[src/rtl/bp_pkg.sv]
// Shared definitions for the branch update unit.
// Holds the history and PC widths and the record kept for each in-flight
// branch: its PC, the prediction made at fetch, and the history snapshot
// used to make that prediction.
package bp_pkg;

  localparam int unsigned HIST_W = 3;
  localparam int unsigned PC_W   = 10;

  typedef struct packed {
    logic [PC_W-1:0]   pc;
    logic              pred;
    logic [HIST_W-1:0] hist;
  } inflight_t;

endpackage

[src/rtl/bu_inflight_fifo.sv]
// In-flight branch FIFO.
// Holds fetched but unresolved branches in program order.
// Ports:
//   clk_i, rst_i   clock, asynchronous active-high reset
//   push_i         append push_data_i at the tail (caller guarantees not full)
//   push_data_i    entry to append
//   pop_i          drop the head entry (caller guarantees not empty)
//   flush_i        discard every entry; wins over push and pop
//   head_o         oldest entry
//   count_o        number of entries held
module bu_inflight_fifo
  import bp_pkg::*;
#(
  parameter int unsigned DEPTH = 4,
  parameter int unsigned CNT_W = 4
) (
  input  logic             clk_i,
  input  logic             rst_i,
  input  logic             push_i,
  input  inflight_t        push_data_i,
  input  logic             pop_i,
  input  logic             flush_i,
  output inflight_t        head_o,
  output logic [CNT_W-1:0] count_o
);

  localparam int unsigned PTR_W = (DEPTH > 1) ? $clog2(DEPTH) : 1;

  logic [PTR_W-1:0] wr_ptr_q;
  logic [PTR_W-1:0] rd_ptr_q;
  logic [CNT_W-1:0] count_q;
  inflight_t        mem_q [DEPTH];

  // DEPTH is a power of two, so the pointers wrap by natural overflow.
  always_ff @(posedge clk_i or posedge rst_i) begin
    if (rst_i) begin
      wr_ptr_q <= '0;
      rd_ptr_q <= '0;
      count_q  <= '0;
    end else if (flush_i) begin
      wr_ptr_q <= '0;
      rd_ptr_q <= '0;
      count_q  <= '0;
    end else begin
      if (push_i) wr_ptr_q <= wr_ptr_q + 1'b1;
      if (pop_i)  rd_ptr_q <= rd_ptr_q + 1'b1;
      case ({push_i, pop_i})
        2'b10:   count_q <= count_q + 1'b1;
        2'b01:   count_q <= count_q - 1'b1;
        default: count_q <= count_q;
      endcase
    end
  end

  always_ff @(posedge clk_i) begin
    if (push_i && !flush_i) mem_q[wr_ptr_q] <= push_data_i;
  end

  assign head_o  = mem_q[rd_ptr_q];
  assign count_o = count_q;

endmodule

[src/rtl/branch_update_unit.sv]
// Branch update unit: tracks local branch history per predictor row and
// replays resolved outcomes back to the predictor in fetch order.
// Ports:
//   clk, rst                    clock, asynchronous active-high reset
//   fetch_valid/pc/pred         branch fetched this cycle and its prediction
//   fetch_ready                 in-flight FIFO has room
//   prev_history                local history for fetch_pc (0 on tag miss)
//   evict                       fetch_pc misses its row; predictor row clears
//   res_valid/res_taken         oldest in-flight branch resolved, and outcome
//   we, old_pc, update_history,
//   branch_taken                one-cycle predictor update for the popped branch
//   mispredict                  pulse with we when the prediction was wrong
//   inflight_count              entries currently held
// Optional build macro BRANCH_STATS_EN adds saturating pred_count and
// mispred_count outputs.
module branch_update_unit
  import bp_pkg::*;
#(
  parameter int unsigned DEPTH = 4,
  parameter int unsigned IDX_W = 4
) (
  input  logic              clk,
  input  logic              rst,
  input  logic              fetch_valid,
  input  logic [PC_W-1:0]   fetch_pc,
  input  logic              fetch_pred,
  output logic              fetch_ready,
  output logic [HIST_W-1:0] prev_history,
  output logic              evict,
  input  logic              res_valid,
  input  logic              res_taken,
  output logic              we,
  output logic [PC_W-1:0]   old_pc,
  output logic [HIST_W-1:0] update_history,
  output logic              branch_taken,
  output logic              mispredict,
  output logic [3:0]        inflight_count
`ifdef BRANCH_STATS_EN
  ,
  output logic [15:0]       pred_count,
  output logic [15:0]       mispred_count
`endif
);

  localparam int unsigned ROWS  = 1 << IDX_W;
  localparam int unsigned TAG_W = PC_W - IDX_W;
  localparam logic [3:0]  DEPTH_C = 4'(DEPTH);

  logic              row_valid_q [ROWS];
  logic [TAG_W-1:0]  row_tag_q   [ROWS];
  logic [HIST_W-1:0] row_hist_q  [ROWS];

  logic              we_q, mispredict_q, branch_taken_q;
  logic [PC_W-1:0]   old_pc_q;
  logic [HIST_W-1:0] update_history_q;

  logic [IDX_W-1:0]  fetch_idx, head_idx;
  logic [TAG_W-1:0]  fetch_tag, head_tag;
  logic              fetch_hit, head_hit;
  logic              pop, mis, push;
  inflight_t         head, push_data;
  logic [3:0]        count;

  assign fetch_idx = fetch_pc[IDX_W-1:0];
  assign fetch_tag = fetch_pc[PC_W-1:IDX_W];
  assign fetch_hit = row_valid_q[fetch_idx] && (row_tag_q[fetch_idx] == fetch_tag);

  assign fetch_ready  = (count < DEPTH_C);
  assign prev_history = fetch_hit ? row_hist_q[fetch_idx] : '0;
  assign evict        = fetch_valid && fetch_ready && !fetch_hit;

  assign head_idx = head.pc[IDX_W-1:0];
  assign head_tag = head.pc[PC_W-1:IDX_W];
  assign head_hit = row_valid_q[head_idx] && (row_tag_q[head_idx] == head_tag);

  assign pop  = res_valid && (count != '0);
  assign mis  = pop && (res_taken != head.pred);
  // A mispredict flushes the FIFO, so a fetch in that cycle is discarded.
  assign push = fetch_valid && fetch_ready && !mis;

  assign push_data = '{pc: fetch_pc, pred: fetch_pred, hist: prev_history};

  bu_inflight_fifo #(
    .DEPTH (DEPTH),
    .CNT_W (4)
  ) u_fifo (
    .clk_i       (clk),
    .rst_i       (rst),
    .push_i      (push),
    .push_data_i (push_data),
    .pop_i       (pop),
    .flush_i     (mis),
    .head_o      (head),
    .count_o     (count)
  );

  // Resolve shift is written first so that an eviction of the same row in
  // the same cycle overrides it with the fresh tag and cleared history.
  always_ff @(posedge clk or posedge rst) begin
    if (rst) begin
      for (int unsigned i = 0; i < ROWS; i++) begin
        row_valid_q[i] <= 1'b0;
        row_tag_q[i]   <= '0;
        row_hist_q[i]  <= '0;
      end
    end else begin
      if (pop && head_hit)
        row_hist_q[head_idx] <= {row_hist_q[head_idx][HIST_W-2:0], res_taken};
      if (evict) begin
        row_valid_q[fetch_idx] <= 1'b1;
        row_tag_q[fetch_idx]   <= fetch_tag;
        row_hist_q[fetch_idx]  <= '0;
      end
    end
  end

  always_ff @(posedge clk or posedge rst) begin
    if (rst) begin
      we_q             <= 1'b0;
      mispredict_q     <= 1'b0;
      branch_taken_q   <= 1'b0;
      old_pc_q         <= '0;
      update_history_q <= '0;
    end else begin
      we_q         <= pop;
      mispredict_q <= mis;
      if (pop) begin
        branch_taken_q   <= res_taken;
        old_pc_q         <= head.pc;
        update_history_q <= head.hist;
      end
    end
  end

  assign we             = we_q;
  assign mispredict     = mispredict_q;
  assign branch_taken   = branch_taken_q;
  assign old_pc         = old_pc_q;
  assign update_history = update_history_q;
  assign inflight_count = count;

`ifdef BRANCH_STATS_EN
  logic [15:0] pred_count_q, mispred_count_q;

  always_ff @(posedge clk or posedge rst) begin
    if (rst) begin
      pred_count_q    <= '0;
      mispred_count_q <= '0;
    end else begin
      if (pop && (pred_count_q != '1))    pred_count_q    <= pred_count_q + 1'b1;
      if (mis && (mispred_count_q != '1)) mispred_count_q <= mispred_count_q + 1'b1;
    end
  end

  assign pred_count    = pred_count_q;
  assign mispred_count = mispred_count_q;
`endif

endmodule

[config.mk]
export PLATFORM = sky130hd
export DESIGN_NAME = branch_update_unit
export DESIGN_NICKNAME = d
export VERILOG_FILES = /design/src/rtl/bp_pkg.sv /design/src/rtl/bu_inflight_fifo.sv /design/src/rtl/branch_update_unit.sv
export SDC_FILE = /design/constraint.sdc
export NUM_CORES = 1
export LEC_CHECK = 0
export CORE_ASPECT_RATIO = 0.75
export CORE_UTILIZATION = 55
export DETAILED_ROUTE_END_ITERATION = 10
export GPL_TIMING_DRIVEN = 0
export PLACE_DENSITY = 0.73
export SYNTH_ARGS = -nofsm -noshare
export SYNTH_HDL_FRONTEND = slang
export SYNTH_HIERARCHICAL = 1
export SYNTH_SLANG_ARGS = --single-unit
[constraint.sdc]
create_clock -name clk -period 7.8 [get_ports clk]
set_clock_uncertainty 0.2 [all_clocks]
set_input_delay 1.17 -clock clk [delete_from_list [all_inputs] [get_ports clk]]
set_output_delay 1.17 -clock clk [all_outputs]
set_load 0.01 [all_outputs]
Yosys cells after proc, flatten, opt, wreduce, memory -nomap -nowiden
Memory sizes are Yosys's and may differ from the RTL's.
Index checks and enable logic that the tools add are counted.
- bits in registers: 184
- bits in writable memories: 56
- memories: 1
- $add $sub $neg: 4
- order comparisons: 5
- eq/ne operators: 5
- mux-type cells: 39
- bitwise gates (word level): 5
- reductions and logical operators: 17
- memories (name ; words ; bits a word ; rd ports ; clocked after Yosys merged registers in ; write ports ; line ; RTL):
    u_fifo.mem_q ; 4 ; 14 ; 1 ; 0 ; 1 ; bu_inflight_fifo.sv:32 ; inflight_t mem_q [DEPTH];
- operators by type and width (operator ; count):
    $bwmux W96 ; 1
    $mux W48 ; 2
    $and A48 B48 Y48 ; 1
    $bmux W6 S4 ; 2
    $bwmux W48 ; 1
    $not A48 Y48 ; 1
    $mux W6 ; 5
    $bmux W3 S4 ; 2
    $demux W3 S4 ; 2
    $demux W6 S4 ; 1
    $or A16 B16 Y16 ; 1
    $mux W3 ; 5
    $eq A6 B6 Y1 ; 2
    $mux W2 ; 6
    $logic_and A1 B1 Y1 ; 11
    $ge A5 B5 Y1 const B ; 2
    $lt A5 B1 Y1 const B ; 2
    $not A4 Y5 ; 2
    $bmux W1 S4 ; 2
    $pmux W4 S2 ; 1
    $mux W1 ; 7
    $add A2 B1 Y2 const B ; 2
    $add A4 B1 Y4 const B ; 1
    $demux W1 S4 ; 1
    10 further kinds ; 12

Longest topological paths before layout
An unclocked memory read counts as a cell.
- depth after elaboration: 11
- mapped depth: 15

Hierarchy
The synthesis kept the hierarchy.
- by module, submodules not included (module ; instances ; cells an instance ; area each (µm²) ; sequential area each (µm²)):
    branch_update_unit ; 1 ; 753 ; 9872.0 ; 4404.2
    bu_inflight_fifo ; 1 ; 128 ; 2577.5 ; 1881.8

Worst setup path after synthesis
OpenSTA, ideal clock, no wires.
- path type: input-to-output
- start: in fetch_pc[0]
- end: out prev_history[0]
- arrival time: 3.805 ns
- data required time: 6.430 ns
- path slack: 2.625 ns
- cell stages on the path: 11
- path buffers: 4
- cell sequence: buf_2 -> buf_2 -> mux4_2 -> a22oi_1 -> nand2_1 -> xor2_1 -> or4_1 -> a31oi_1 -> buf_4 -> buf_6 -> and2_1
- word-level cells in the longest chain between the ends: 7
- elaborated cells on any way between the ends: 13
- those cells by class: eq/ne (1); mux (10); bitwise (1); reduce/logical (1)
- ends and longest elaborated chain (what ; line ; RTL):
    start: declaration ; branch_update_unit.sv:25 ; input logic [PC_W-1:0] fetch_pc,
    $not A4 Y5 (implied by the code) (*) ; branch_update_unit.sv:66, branch_update_unit.sv:69 ;
    $bmux W6 S4 ; branch_update_unit.sv:66 ; assign fetch_hit = row_valid_q[fetch_idx] && (row_tag_q[fetch_idx] == fetch_tag);
    $mux W6 (implied by the code) (2 in series) ; branch_update_unit.sv:66 ;
    $eq A6 B6 Y1 ; branch_update_unit.sv:66 ;
    $logic_and A1 B1 Y1 ; branch_update_unit.sv:66 ;
    $mux W3 (*) ; branch_update_unit.sv:69 ; assign prev_history = fetch_hit ? row_hist_q[fetch_idx] : '0;
    end: declaration ; branch_update_unit.sv:28 ; output logic [HIST_W-1:0] prev_history,
Mark *: on every way between the ends. The rest lies on a longest branch, timed or not. The select of a mux whose other input is x is not followed.

Worst setup path in the final report
- start: in fetch_pc[3]
- end: out prev_history[0]
The elaborated chain is that of the path after synthesis.

==> results list <==
- Count of synthesis-stage warnings from yosys: 6
- Initial core utilization: 0.563
* Post-route worst setup slack: 735 ps
- Tracing the worst setup path back leads to its startpoint at fetch_pc[3].
- Maximum single-stage delay on the critical path: 700 ps
- The share of synthesized area in the top cell type comes to 0.370.
* Critical Path, Cell by Cell: clkdlybuf4s50_1, buf_2, buf_2, clkbuf_1, mux4_2, mux2_2, nor2_1, o211ai_1, a31oi_1, buf_4, buf_6, and2_1, clkdlybuf4s50_1
* R2r setup slk: 2520 ps
- Global routing finished with a remaining overflow of 0.
* Wire length of the first global-routing pass: 49,700 um
* Layout area overhead: 12.9%
- Slew headroom: 0.0301
* Avg WL per Cell: 25.5 um
* Drc violations: 0
- Number of instances in the synthesized netlist: 881
- Layout filler cell count: 1,689
- The worst register-to-register path ends at row_hist_q[35].
- At the end of routability-driven placement, the weighted congestion stood at 0.866.
- In the finished design, the share of the clock period the worst path needs comes to 0.906.
- 41 I/O pins were placed.
- Status: completed
- Top Family by Delay on Critical Path: buffers and inverters
- Initial DRC count: 801
- The min-delay analysis places its worst path in the category reg -> reg.
- Worst vdd rail ir drop: 0.000219 V
- During placement, the flow inserted port buffers numbering 39.
* Cell depth of the worst flop-to-flop path: 13
- Post-synth top flop: sky130_fd_sc_hd__dfrtp_1
- Setup repair after global routing left no endpoint under its margin.
* Clock root buffer: sky130_fd_sc_hd__clkbuf_16
- The die is 132 um tall.
- The number of slew-limit violations in the final report came to 0.
- OpenSTA, run right after detailed placement, puts the worst setup slack at 795 ps.
- Critical Path Stages: 13
- Routed wire length: 32,200 um
* Post-layout min period: 7060 ps
* Hold bufs inserted after CTS: 0
- Data on the critical path is required at its endpoint by 6430 ps.
- Top cell type by total area after synthesis: sky130_fd_sc_hd__dfrtp_1
- Count of final setup violators: 0
- Number of distinct library cells after synthesis: 58
* # Max-Cap Violations: 0
* Max Clk Rate: 142 MHz
* Die Outline Area: 23,200 sq um
- Launching point of the worst reg2reg path: u_fifo/rd_ptr_q[1]
- Biggest area contributors in the synthesized netlist: sky130_fd_sc_hd__dfrtp_1, sky130_fd_sc_hd__mux4_2, sky130_fd_sc_hd__edfxtp_1
- Critical path buffer and inverter count: 7
* Final-layout worst hold slack: 276 ps
* Hold violation count in the final report: 0
* Total Nets Final: 971
- Avg Vias per Cell: 6.27
- TritonCTS built the clock tree.
- Largest fanout on the critical path: 10
- In this run, synthesis produced a sequential element count of 240.
- After floorplanning, the core was sized to cover 22,100 sq um.
- A synthesized cell averages 14.1 sq um.
- The clock net in this run drives a total of 240 sinks.
- Signal arrival time at the worst endpoint: 5690 ps
- The slowest stage of the critical path belongs to the cell sky130_fd_sc_hd__clkbuf_1.
- Most frequent cells in the layout: sky130_fd_sc_hd__dfrtp_1, sky130_fd_sc_hd__mux2i_1, sky130_fd_sc_hd__mux4_2
- Measured along the x axis, the die boundary spans 176 um.
* Number of rows created at floorplan: 47
- Summing over every cut layer, the via total after detailed routing is 7,911.
- For this run, the register share of the synthesized area comes to 0.505.
* EDFF count, synth: 56
- Counting every net in the synthesized netlist gives 903.
* Post-synthesis instance area: 12,400 sq um
- Pin count of the biggest net entering global routing: 111
* Leak pwr: 5.76 nW
* Overall fraction of global-route tracks in use: 0.288
- P per Cell Area: 372 nW/um^2
- Tightest Pin Transition: 1450 ps
- Before antenna repair, the detailed router went through 7 iterations.
- The worst setup path is captured at an output pin.
* Cts bufs inserted: 24
- Depth of the CTS H-tree: 1
* Maximum buffer depth of the clock tree: 3
* Crit start category: input pin
- The initial antenna violation count was 0.
* Area of combinational cells with multiple inputs: 5870 sq um
- The later pin in the worst-skew pair is clocked with a latency of 520 ps.
- Following the worst setup path forward leads to its endpoint at prev_history[0].
* Number of nets with antenna violations after routing: 0
- Once the clock tree was built, the setup fixing pass inserted 0 buffers.
- Ratio of cells with drive above 1 in the final layout: 0.289
- Post-cts sizing count: 0
- Clock-pin slew was measured on the worst setup and hold paths at 60 ps.
- Async set or reset register ratio after synthesis: 0.767
- The via count of the first global-routing pass was 7,988.
- The library cell used most frequently in the layout, excluding fill and tap cells, is sky130_fd_sc_hd__dfrtp_1.
- Register area: 6290 sq um
* Number of cells on the worst hold path: 2
- Post-DP HPWL: 21,700 um
- Count of antenna diodes in the layout: 0
- Startpoint-to-endpoint class of the critical path: in -> out
worst reg2reg max path, stage by stage (launching register included):
cell	delay (ps)
sky130_fd_sc_hd__dfrtp_1	510
sky130_fd_sc_hd__buf_2	350
sky130_fd_sc_hd__mux4_2	280
sky130_fd_sc_hd__buf_2	250
sky130_fd_sc_hd__buf_4	310
sky130_fd_sc_hd__buf_4	290
sky130_fd_sc_hd__buf_2	410
sky130_fd_sc_hd__mux2i_1	170
sky130_fd_sc_hd__a221oi_1	430
sky130_fd_sc_hd__xnor2_1	310
sky130_fd_sc_hd__nand2_1	370
sky130_fd_sc_hd__nor4_1	900
sky130_fd_sc_hd__mux2i_1	290
sky130_fd_sc_hd__nor2_1	60
kinds of logic (layout without fill, tap and decap cells):
family / Yosys count / in the layout / share of synthesized area
AOI/OAI and AO/OA: 39 / 39 / 0.0260
xor gates and xnor gates: 20 / 20 / 0.0141
adders and majority gates: 6 / 6 / 0.00603
buffers and inverters: 62 / 148 / 0.0245
DFF: 240 / 240 / 0.505
muxes: 274 / 274 / 0.323
and+or+nand+nor: 240 / 240 / 0.102
sequential cells by signal, indices dropped and copies added (netlist names):
name	count
branch_taken	1
mispredict	1
old_pc	10
row_hist_q	48
row_tag_q	96
row_valid_q	16
u_fifo/count_o	4
u_fifo/mem_q	56
u_fifo/rd_ptr_q	2
u_fifo/wr_ptr_q	2
update_history	3
we	1
Yosys cell counts, types with 2 or more instances:
| cell | instances |
|---|---|
| sky130_fd_sc_hd__or2_2 | 10 |
| sky130_fd_sc_hd__or2_1 | 6 |
| sky130_fd_sc_hd__nor4b_4 | 2 |
| sky130_fd_sc_hd__nor4_2 | 9 |
| sky130_fd_sc_hd__nor2b_1 | 13 |
| sky130_fd_sc_hd__dfrtp_1 | 184 |
| sky130_fd_sc_hd__clkbuf_1 | 27 |
| sky130_fd_sc_hd__mux2i_1 | 94 |
| sky130_fd_sc_hd__nand4_1 | 3 |
| sky130_fd_sc_hd__mux2_4 | 36 |
| sky130_fd_sc_hd__buf_4 | 7 |
| sky130_fd_sc_hd__mux2_2 | 62 |
| sky130_fd_sc_hd__xnor2_1 | 11 |
| sky130_fd_sc_hd__buf_6 | 4 |
| sky130_fd_sc_hd__nor3_2 | 2 |
| sky130_fd_sc_hd__buf_1 | 4 |
| sky130_fd_sc_hd__a21oi_1 | 3 |
| sky130_fd_sc_hd__mux4_2 | 81 |
| sky130_fd_sc_hd__nor2_4 | 6 |
| sky130_fd_sc_hd__nor4_1 | 5 |
| sky130_fd_sc_hd__nor2_1 | 76 |
| sky130_fd_sc_hd__inv_1 | 7 |
| sky130_fd_sc_hd__a31oi_1 | 2 |
| sky130_fd_sc_hd__a221oi_1 | 5 |
| sky130_fd_sc_hd__edfxtp_1 | 56 |
| sky130_fd_sc_hd__nand2_1 | 65 |
| sky130_fd_sc_hd__and2_1 | 12 |
| sky130_fd_sc_hd__a22oi_1 | 10 |
| sky130_fd_sc_hd__nand3_1 | 20 |
| sky130_fd_sc_hd__ha_1 | 6 |
| sky130_fd_sc_hd__buf_2 | 13 |
| sky130_fd_sc_hd__a22o_1 | 4 |
| sky130_fd_sc_hd__xor2_1 | 9 |
| sky130_fd_sc_hd__nor3_1 | 3 |
layer usage:
layer,share of wire,GRT usage,vias to the layer above
met5,0,0,-
met3,0.074,0.0484,68
met1,0.47,0.454,4079
met2,0.43,0.411,329
li1,-,-,3435
met4,0.025,0.0797,0
metrics by stage:
stage / utilization / total power, W / cells / TNS, ps / cell area, sq um
after floorplan: - / 0.00341 / 881 / 0 / 12400
after global placement: 0.597 / 0.00398 / 1214 / -145000 / 13200
after detailed placement: 0.600 / 0.00404 / 1216 / 0 / 13300
after CTS: 0.635 / 0.00521 / 1260 / 0 / 14000
after global routing: 0.635 / 0.00546 / 1261 / 0 / 14000
final: 0.635 / 0.00522 / 1261 / 0 / 14000
final cells by class:
cell class / count / share of cell area
buffer: 55 / 0.0199
clock buffer: 30 / 0.0466
clock inverter: 14 / 0.00899
inverter: 7 / 0.00240
multi-input combinational: 579 / 0.417
sequential: 240 / 0.447
tap: 294 / 0.0262
timing repair buffer: 42 / 0.0311
where the power goes:
group	total [W]	internal (W)	switching [W]
Sequential	0.00194	0.00166	0.000281
Clock	0.00116	0.000662	0.000497
Combinational	0.00213	0.00105	0.00107
Total	0.00522	0.00337	0.00185
worst min-delay path by stage:
| stage | startpoint | endpoint | slack (ps) |
|---|---|---|---|
| floorplan | row_valid_q[9] | row_valid_q[9] | 250 |
| global placement | old_pc[0] | old_pc[0] | 260 |
| detailed placement | old_pc[9] | old_pc[9] | 260 |
| CTS | row_valid_q[9] | row_valid_q[9] | 280 |
| global route | old_pc[5] | old_pc[5] | 300 |
| finish | update_history[0] | update_history[0] | 280 |
Note: power is estimated with default switching activity, not from simulation.
